File: config.mk
export PLATFORM = sky130hd
export DESIGN_NAME = nes_oam_dma
export DESIGN_NICKNAME = d
export VERILOG_FILES = /design/src/rtl/nes_bus_pkg.sv /design/src/rtl/nes_oam_dma.sv
export SDC_FILE = /design/constraint.sdc
export NUM_CORES = 1
export LEC_CHECK = 0
export CORE_AREA = 2 2 70 72
export CTS_CLUSTER_SIZE = 8
export DETAILED_ROUTE_END_ITERATION = 12
export DIE_AREA = 0 0 72 74
export GPL_ROUTABILITY_DRIVEN = 0
export PLACE_DENSITY = 0.68
export SYNTH_ARGS = -nofsm -noshare
export SYNTH_HDL_FRONTEND = slang
export SYNTH_SLANG_ARGS = --single-unit
File: constraint.sdc
create_clock -name i_clk -period 1.8 [get_ports i_clk]
set_input_delay 0.54 -clock i_clk [delete_from_list [all_inputs] [get_ports i_clk]]
set_output_delay 0.54 -clock i_clk [all_outputs]
set_load 0.02 [all_outputs]
File: src/rtl/nes_bus_pkg.sv
// Shared CPU-bus definitions: OAM DMA state encoding and the register
// addresses that the DMA engine and its neighbours decode.
package nes_bus_pkg;

   // Sprite DMA sequencer states
   typedef enum logic [2:0] {
      DMA_IDLE  = 3'd0,
      DMA_HALT  = 3'd1,
      DMA_ALIGN = 3'd2,
      DMA_READ  = 3'd3,
      DMA_WRITE = 3'd4
   } dma_state_e;

   // CPU write here with the source page number to start a sprite DMA
   localparam logic [15:0] ADDR_OAM_DMA    = 16'h4014;
   // PPU OAM data port, the destination of every DMA write
   localparam logic [15:0] ADDR_OAM_DATA   = 16'h2004;
   // APU status register, adjacent to the trigger and must not start a DMA
   localparam logic [15:0] ADDR_APU_STATUS = 16'h4015;

endpackage

File: src/rtl/nes_oam_dma.sv
// Sprite (OAM) DMA engine: on a CPU write to the trigger address it takes the
// bus, copies 256 bytes from page {page,00..FF} into the OAM data port, and
// releases the bus. Every state change is gated by the CPU-cycle strobe.
module nes_oam_dma
   import nes_bus_pkg::*;
#(
   parameter logic [15:0] TRIG_ADDR = ADDR_OAM_DMA,
   parameter logic [15:0] OAM_ADDR  = ADDR_OAM_DATA
) (
   input  logic        i_clk,
   input  logic        i_rstn,
   input  logic        i_cyc_en,
   input  logic [15:0] i_bus_addr,
   input  logic [7:0]  i_bus_wdata,
   input  logic        i_bus_wn,
   output logic        o_spr_req,
   input  logic        i_spr_gnt,
   output logic [15:0] o_spr_addr,
   output logic        o_spr_wn,
   output logic [7:0]  o_spr_wdata,
   input  logic [7:0]  i_spr_rdata,
   output logic        o_busy
);

   dma_state_e  state_q, state_d;
   logic [7:0]  page_q, page_d;
   logic [7:0]  cnt_q, cnt_d;
   logic [7:0]  data_q, data_d;
   logic        parity_q;
   logic        trigger;

   // A CPU write of the page number to the trigger address
   assign trigger = i_cyc_en & ~i_bus_wn & (i_bus_addr == TRIG_ADDR);

   // Busy is simply the bus request seen from the CPU side
   assign o_busy = o_spr_req;

   // CPU-cycle parity decides whether an extra alignment cycle is needed
   always_ff @(posedge i_clk or negedge i_rstn) begin
      if (!i_rstn) begin
         parity_q <= 1'b0;
      end else if (i_cyc_en) begin
         parity_q <= ~parity_q;
      end
   end

   // Sequencer state, source page, byte counter and the byte in flight
   always_ff @(posedge i_clk or negedge i_rstn) begin
      if (!i_rstn) begin
         state_q <= DMA_IDLE;
         page_q  <= 8'h00;
         cnt_q   <= 8'h00;
         data_q  <= 8'h00;
      end else begin
         state_q <= state_d;
         page_q  <= page_d;
         cnt_q   <= cnt_d;
         data_q  <= data_d;
      end
   end

   // Next-state and bus outputs; a stalled access (no grant) holds everything
   always_comb begin
      state_d     = state_q;
      page_d      = page_q;
      cnt_d       = cnt_q;
      data_d      = data_q;
      o_spr_req   = 1'b1;
      o_spr_addr  = 16'h0000;
      o_spr_wn    = 1'b1;
      o_spr_wdata = 8'h00;

      case (state_q)
         DMA_IDLE: begin
            o_spr_req = 1'b0;
            if (trigger) begin
               page_d  = i_bus_wdata;
               cnt_d   = 8'h00;
               state_d = DMA_HALT;
            end
         end
         DMA_HALT: begin
            if (i_cyc_en) begin
               state_d = parity_q ? DMA_ALIGN : DMA_READ;
            end
         end
         DMA_ALIGN: begin
            if (i_cyc_en) begin
               state_d = DMA_READ;
            end
         end
         DMA_READ: begin
            o_spr_addr = {page_q, cnt_q};
            if (i_cyc_en && i_spr_gnt) begin
               data_d  = i_spr_rdata;
               state_d = DMA_WRITE;
            end
         end
         DMA_WRITE: begin
            o_spr_addr  = OAM_ADDR;
            o_spr_wn    = 1'b0;
            o_spr_wdata = data_q;
            if (i_cyc_en && i_spr_gnt) begin
               cnt_d   = cnt_q + 8'd1;
               state_d = (cnt_q == 8'hFF) ? DMA_IDLE : DMA_READ;
            end
         end
         default: begin
            state_d = DMA_IDLE;
         end
      endcase
   end

endmodule

==> Word level (Yosys, flattened, before mapping) <==
Cells that the tools add are included.
{ "totals": {"regBits": 28, "in_bits": 37, "out_inout_bits": 27, "wordCells": 43} }
{ "op_classes": {"addsub": 1, "n_eq_ne": 11, "mux": 15, "bitwise_logic": 4, "reduce_logical": 7} }
{ "ops": {"columns": ["operator", "n"], "rows": [
  ["$pmux 16 s2", 1],
  ["$mux 8", 3],
  ["$eq 16x15->1 const B", 1],
  ["$pmux 8 s2", 1],
  ["$mux 3", 5],
  ["$pmux 3 s5", 1],
  ["$ne 2x2->1 const B", 5],
  ["$add 8x1->8 const B", 1],
  ["$eq 8x8->1 const B", 1],
  ["$eq 3x2->1 const B", 2],
  ["$reduce_and 5->1", 1],
  ["$reduce_and 2->1", 2],
  ["$eq 3x1->1 const B", 1],
  ["$eq 3x3->1 const B", 1],
  ["$logic_not 3->1", 1],
  ["$mux 1", 3],
  ["$reduce_and 3->1", 1],
  ["$and 1x1->1", 2],
  ["$mux 2", 1],
  ["$not 1->1", 2],
  ["$reduce_bool 2->1", 1],
  ["$logic_and 1x1->1", 1]
]} }

==> Longest topological paths before layout <==
{ "depth": {"depth_word": 5, "depth_mapped": 6, "mapped_depth_nobuf": 5} }

==> Worst setup path after synthesis <==
OpenSTA, ideal clock, no wires.
{ "synth_path": {"kind": "reg-to-output", "from": "register state_q[0]", "to": "output port o_spr_addr[0]", "t_arrival_ns": 1.397, "required_ns": 1.260, "slack_ns": -0.137, "stages_incl_launch_ff": 6, "n_path_buf": 2, "cell_sequence": "dfrtp_1 > buf_6 > or2b_1 > nor2_1 > clkbuf_1 > and2_1"} }
{ "synth_between": {"elab_chain_len": 2, "elab_cells_between_ends": 3, "classes_between": "eq/ne (2); mux (1)"} }
{ "synth_rtl": {"columns": ["item", "line", "rtl"], "rows": [
  ["from (decl)", "nes_oam_dma.sv:25", "dma_state_e state_q, state_d;"],
  ["from (signal assigned)", "nes_oam_dma.sv:55", "state_q <= state_d;"],
  ["$eq 3x3->1 / $eq 3x2->1 (equally long branches)", "nes_oam_dma.sv:73", "case (state_q)"],
  ["$pmux 16 s2 (*)", "nes_oam_dma.sv:73", null],
  ["to (decl)", "nes_oam_dma.sv:18", "output logic [15:0] o_spr_addr,"]
]} }
Mark *: on every way between the ends. The rest lies on a longest branch, timed or not.

==> Final worst setup path <==
{ "layout_path": {"from": "register state_q[0]", "to": "output port o_spr_wdata[4]"} }
{ "layout_between": {"elab_chain_len": 2} }
{ "layout_rtl": {"columns": ["item", "line", "rtl"], "rows": [
  ["$eq 3x3->1", "nes_oam_dma.sv:73", null],
  ["$mux 8", "nes_oam_dma.sv:73", null],
  ["to (decl)", "nes_oam_dma.sv:20", "output logic [7:0] o_spr_wdata,"]
]} }
Every way passes these cells.

==> flow_summary.json <==
{
  "status": "finished with violations",
  "violations": "setup timing",
  "vdd_drop_max_uv": 419,
  "cp-end-kind": "output pin",
  "final.period_utilization": 1.14,
  "ys_async_sr_fraction": 1.00,
  "grt_use_total": 0.165,
  "clock_latency_ps": 280,
  "synth_seq_area_share": 0.453,
  "hold_slack_ps": 470,
  "vias_per_cell": 4.92,
  "nFillCells": 368,
  "grt_pass1_wl_um": 6890,
  "synthTopCellsByArea": "dfrtp_1 45%, mux2_2 11%, and2_1 8.5%, nand2_1 4.1%, o21ai_0 2.6%",
  "area_growth_pct": 84.5,
  "clk_pin_slew_ps": 90,
  "insertedDiodeCount": 0,
  "fin_area_sq_um": 2850,
  "rows": 25,
  "grt_pass1_vias": 1466,
  "syn_inst": 150,
  "remaining_drc_errors": 0,
  "start_util": 0.336,
  "via_count": 1486,
  "clock_skew_ps": 3.67,
  "dpl_cell_area_sq_um": 2500,
  "h-tree-depth": 1,
  "drv_cap": 0,
  "grt_remaining_overflow": 0,
  "core-area_sq_um": 4600,
  "fin_ws_ps": -258,
  "cts_buffers": 3,
  "crit_arrival_ps": 1520,
  "max_freq_mhz": 486,
  "slew_viol_final": 0,
  "numClockSinks": 28,
  "yosys.area.top_type_share": 0.453,
  "die_width_um": 72,
  "crit_path_start_kind": "flop",
  "hold_viol": 0,
  "dieHeight_um": 74,
  "dieArea_sq_um": 5330,
  "antenna_left": 0,
  "finalWirelength_um": 4330,
  "io-pin-count": 64,
  "power.total_w": 0.00251,
  "cts_buffer_depth": 2,
  "cp.required_ps": 1260,
  "cts_tree": "yes",
  "critPathKind": "reg -> out",
  "power.density_nw_per_um2": 881,
  "yosysTopAreaCell": "dfrtp_1",
  "slew_headroom": 0.762,
  "netlist_area_sq_um": 1550,
  "synth.avg_cell_area_sq_um": 10.3,
  "ys_ff_latch": 28,
  "drive_gt1_frac": 0.532,
  "worst-path-max-fanout": 3,
  "hpwl_um": 2940,
  "yosys_most_used_dff": "dfrtp_1",
  "syn-num-nets": 188,
  "setup_violations": 43,
  "yosysWarnings": 0,
  "drtIter0Drc": 62,
  "firstDrtPassIters": 4,
  "timing.final.crit_period_ps": 2060,
  "root_buffer": "clkbuf_8",
  "rsz0062_at_grt": "yes",
  "synth-edff-count": 0,
  "port_buffers": 63,
  "nNetsFinal": 288,
  "yosysUniqueCellTypes": 36,
  "tightest_slew_ps": 357,
  "antenna_found_initial": 0,
  "wl_per_cell_um": 14.3,
  "holdCritPathClass": "reg -> reg",
  "grt_max_degree": 29,
  "power_leakage_nw": 1.32
}
-- final timing paths --
kind / startpoint / depth (start not counted) / slack, ps / to
worst max-delay path: state_q[0] / 6 / -260 / o_spr_wdata[4]
worst max register to register: state_q[2] / 7 / -190 / page_q[5]
worst min register to register: parity_q / 1 / 470 / parity_q
worst min-delay path: parity_q / 1 / 470 / parity_q
max in group asynchronous: i_rstn / 2 / 880 / state_q[1]
min in group asynchronous: i_rstn / 2 / 630 / data_q[4]
-- cell usage after synthesis (3+ instances only) --
library cell,instances
dfrtp_1,28
and2_1,21
nand2_1,17
mux2_2,15
o21ai_0,8
nor4_1,5
o22ai_1,5
a21oi_1,4
inv_1,4
nand3_1,4
nor2_1,4
nor3_1,4
clkbuf_1,3
-- metal layers --
| layer | vias up | routed length [um] | global-route usage |
|---|---|---|---|
| met4 | 0 | 53 | 0.0461 |
| li1 | 727 | - | - |
| met2 | 40 | 2250 | 0.291 |
| met5 | - | 0 | 0 |
| met3 | 6 | 228 | 0.0325 |
| met1 | 713 | 1800 | 0.208 |
-- worst max-delay path: stages (launching register included) --
cell,delay (ps)
dfrtp_1,390
buf_6,130
nor3b_4,230
buf_4,160
buf_6,100
and2_4,130
buf_6,110
-- where the power goes --
group	leakage [nW]	switching (W)	total (W)	internal, W
registers	0.365	0.000100	0.000898	0.000797
clock network	0.0216	0.000191	0.000342	0.000151
logic	0.935	0.000579	0.00127	0.000694
-- cells by family after synthesis --
family	Yosys count	synth area share
buf+inv	10	0.0364
mux	18	0.135
simple gates	68	0.265
fa+ha+maj	1	0.00810
xor+xnor	1	0.00567
compound gates	24	0.0964
flops	28	0.453
-- flip-flops by register name (all words and copies together) (netlist names) --
name      flops
cnt_q         8
data_q        8
page_q        8
parity_q      1
state_q       3
-- through the flow --
stage          instances  setup slack (ps)  TNS, ps   util
3_3_place_gp         290              -447   -17750  0.543
4_1_cts              299              -307    -8560  0.586
3_5_place_dp         290              -500   -18650  0.543
2_1_floorplan        150             -31.7    -63.4      -
5_1_grt              302              -327   -10370  0.620
6_report             302              -258    -7370  0.620
-- what timing repair did --
| action | in CTS | in global routing |
|---|---|---|
| hold endpoints to repair | 0 | 0 |
| resized for setup | 185 | 46 |
| setup endpoints to repair | 43 | 44 |
| buffers inserted | 5 | 4 |
| hold buffers | 0 | 0 |
| pin swaps | 14 | 23 |
| gates cloned | 1 | 1 |
-- layout make-up --
cell class | count | area [sq um] | share of cell area
multi-input combinational | 112 | 967 | 0.339
timing repair buffer | 101 | 1050 | 0.369
sequential | 28 | 702 | 0.246
clock buffer | 3 | 41.3 | 0.0145
tap | 54 | 67.6 | 0.0237
inverter | 4 | 20.0 | 0.00702
-- placed cells by master, fill, tap and decap left out, types with 2 or more instances in the layout --
cell / netlist / final
buf_6: 2 / 35
clkdlybuf4s50_1: 0 / 29
dfrtp_1: 28 / 27
buf_4: 1 / 26
and2_4: 0 / 21
nand2_1: 17 / 13
mux2_2: 15 / 9
mux2_4: 2 / 8
dlymetal6s2s_1: 0 / 7
o21ai_0: 8 / 5
nand2_2: 0 / 4
nand3_1: 4 / 4
o22ai_2: 0 / 4
inv_1: 4 / 3
nor4_1: 5 / 3
o21ai_2: 0 / 3
nor3_1: 4 / 3
a21oi_1: 4 / 3
nor2_1: 4 / 3
clkbuf_8: 0 / 3
buf_12: 0 / 3
nand4b_1: 2 / 2
nor3_4: 2 / 2
o21a_1: 2 / 2
(Power assumes the default switching activity.)
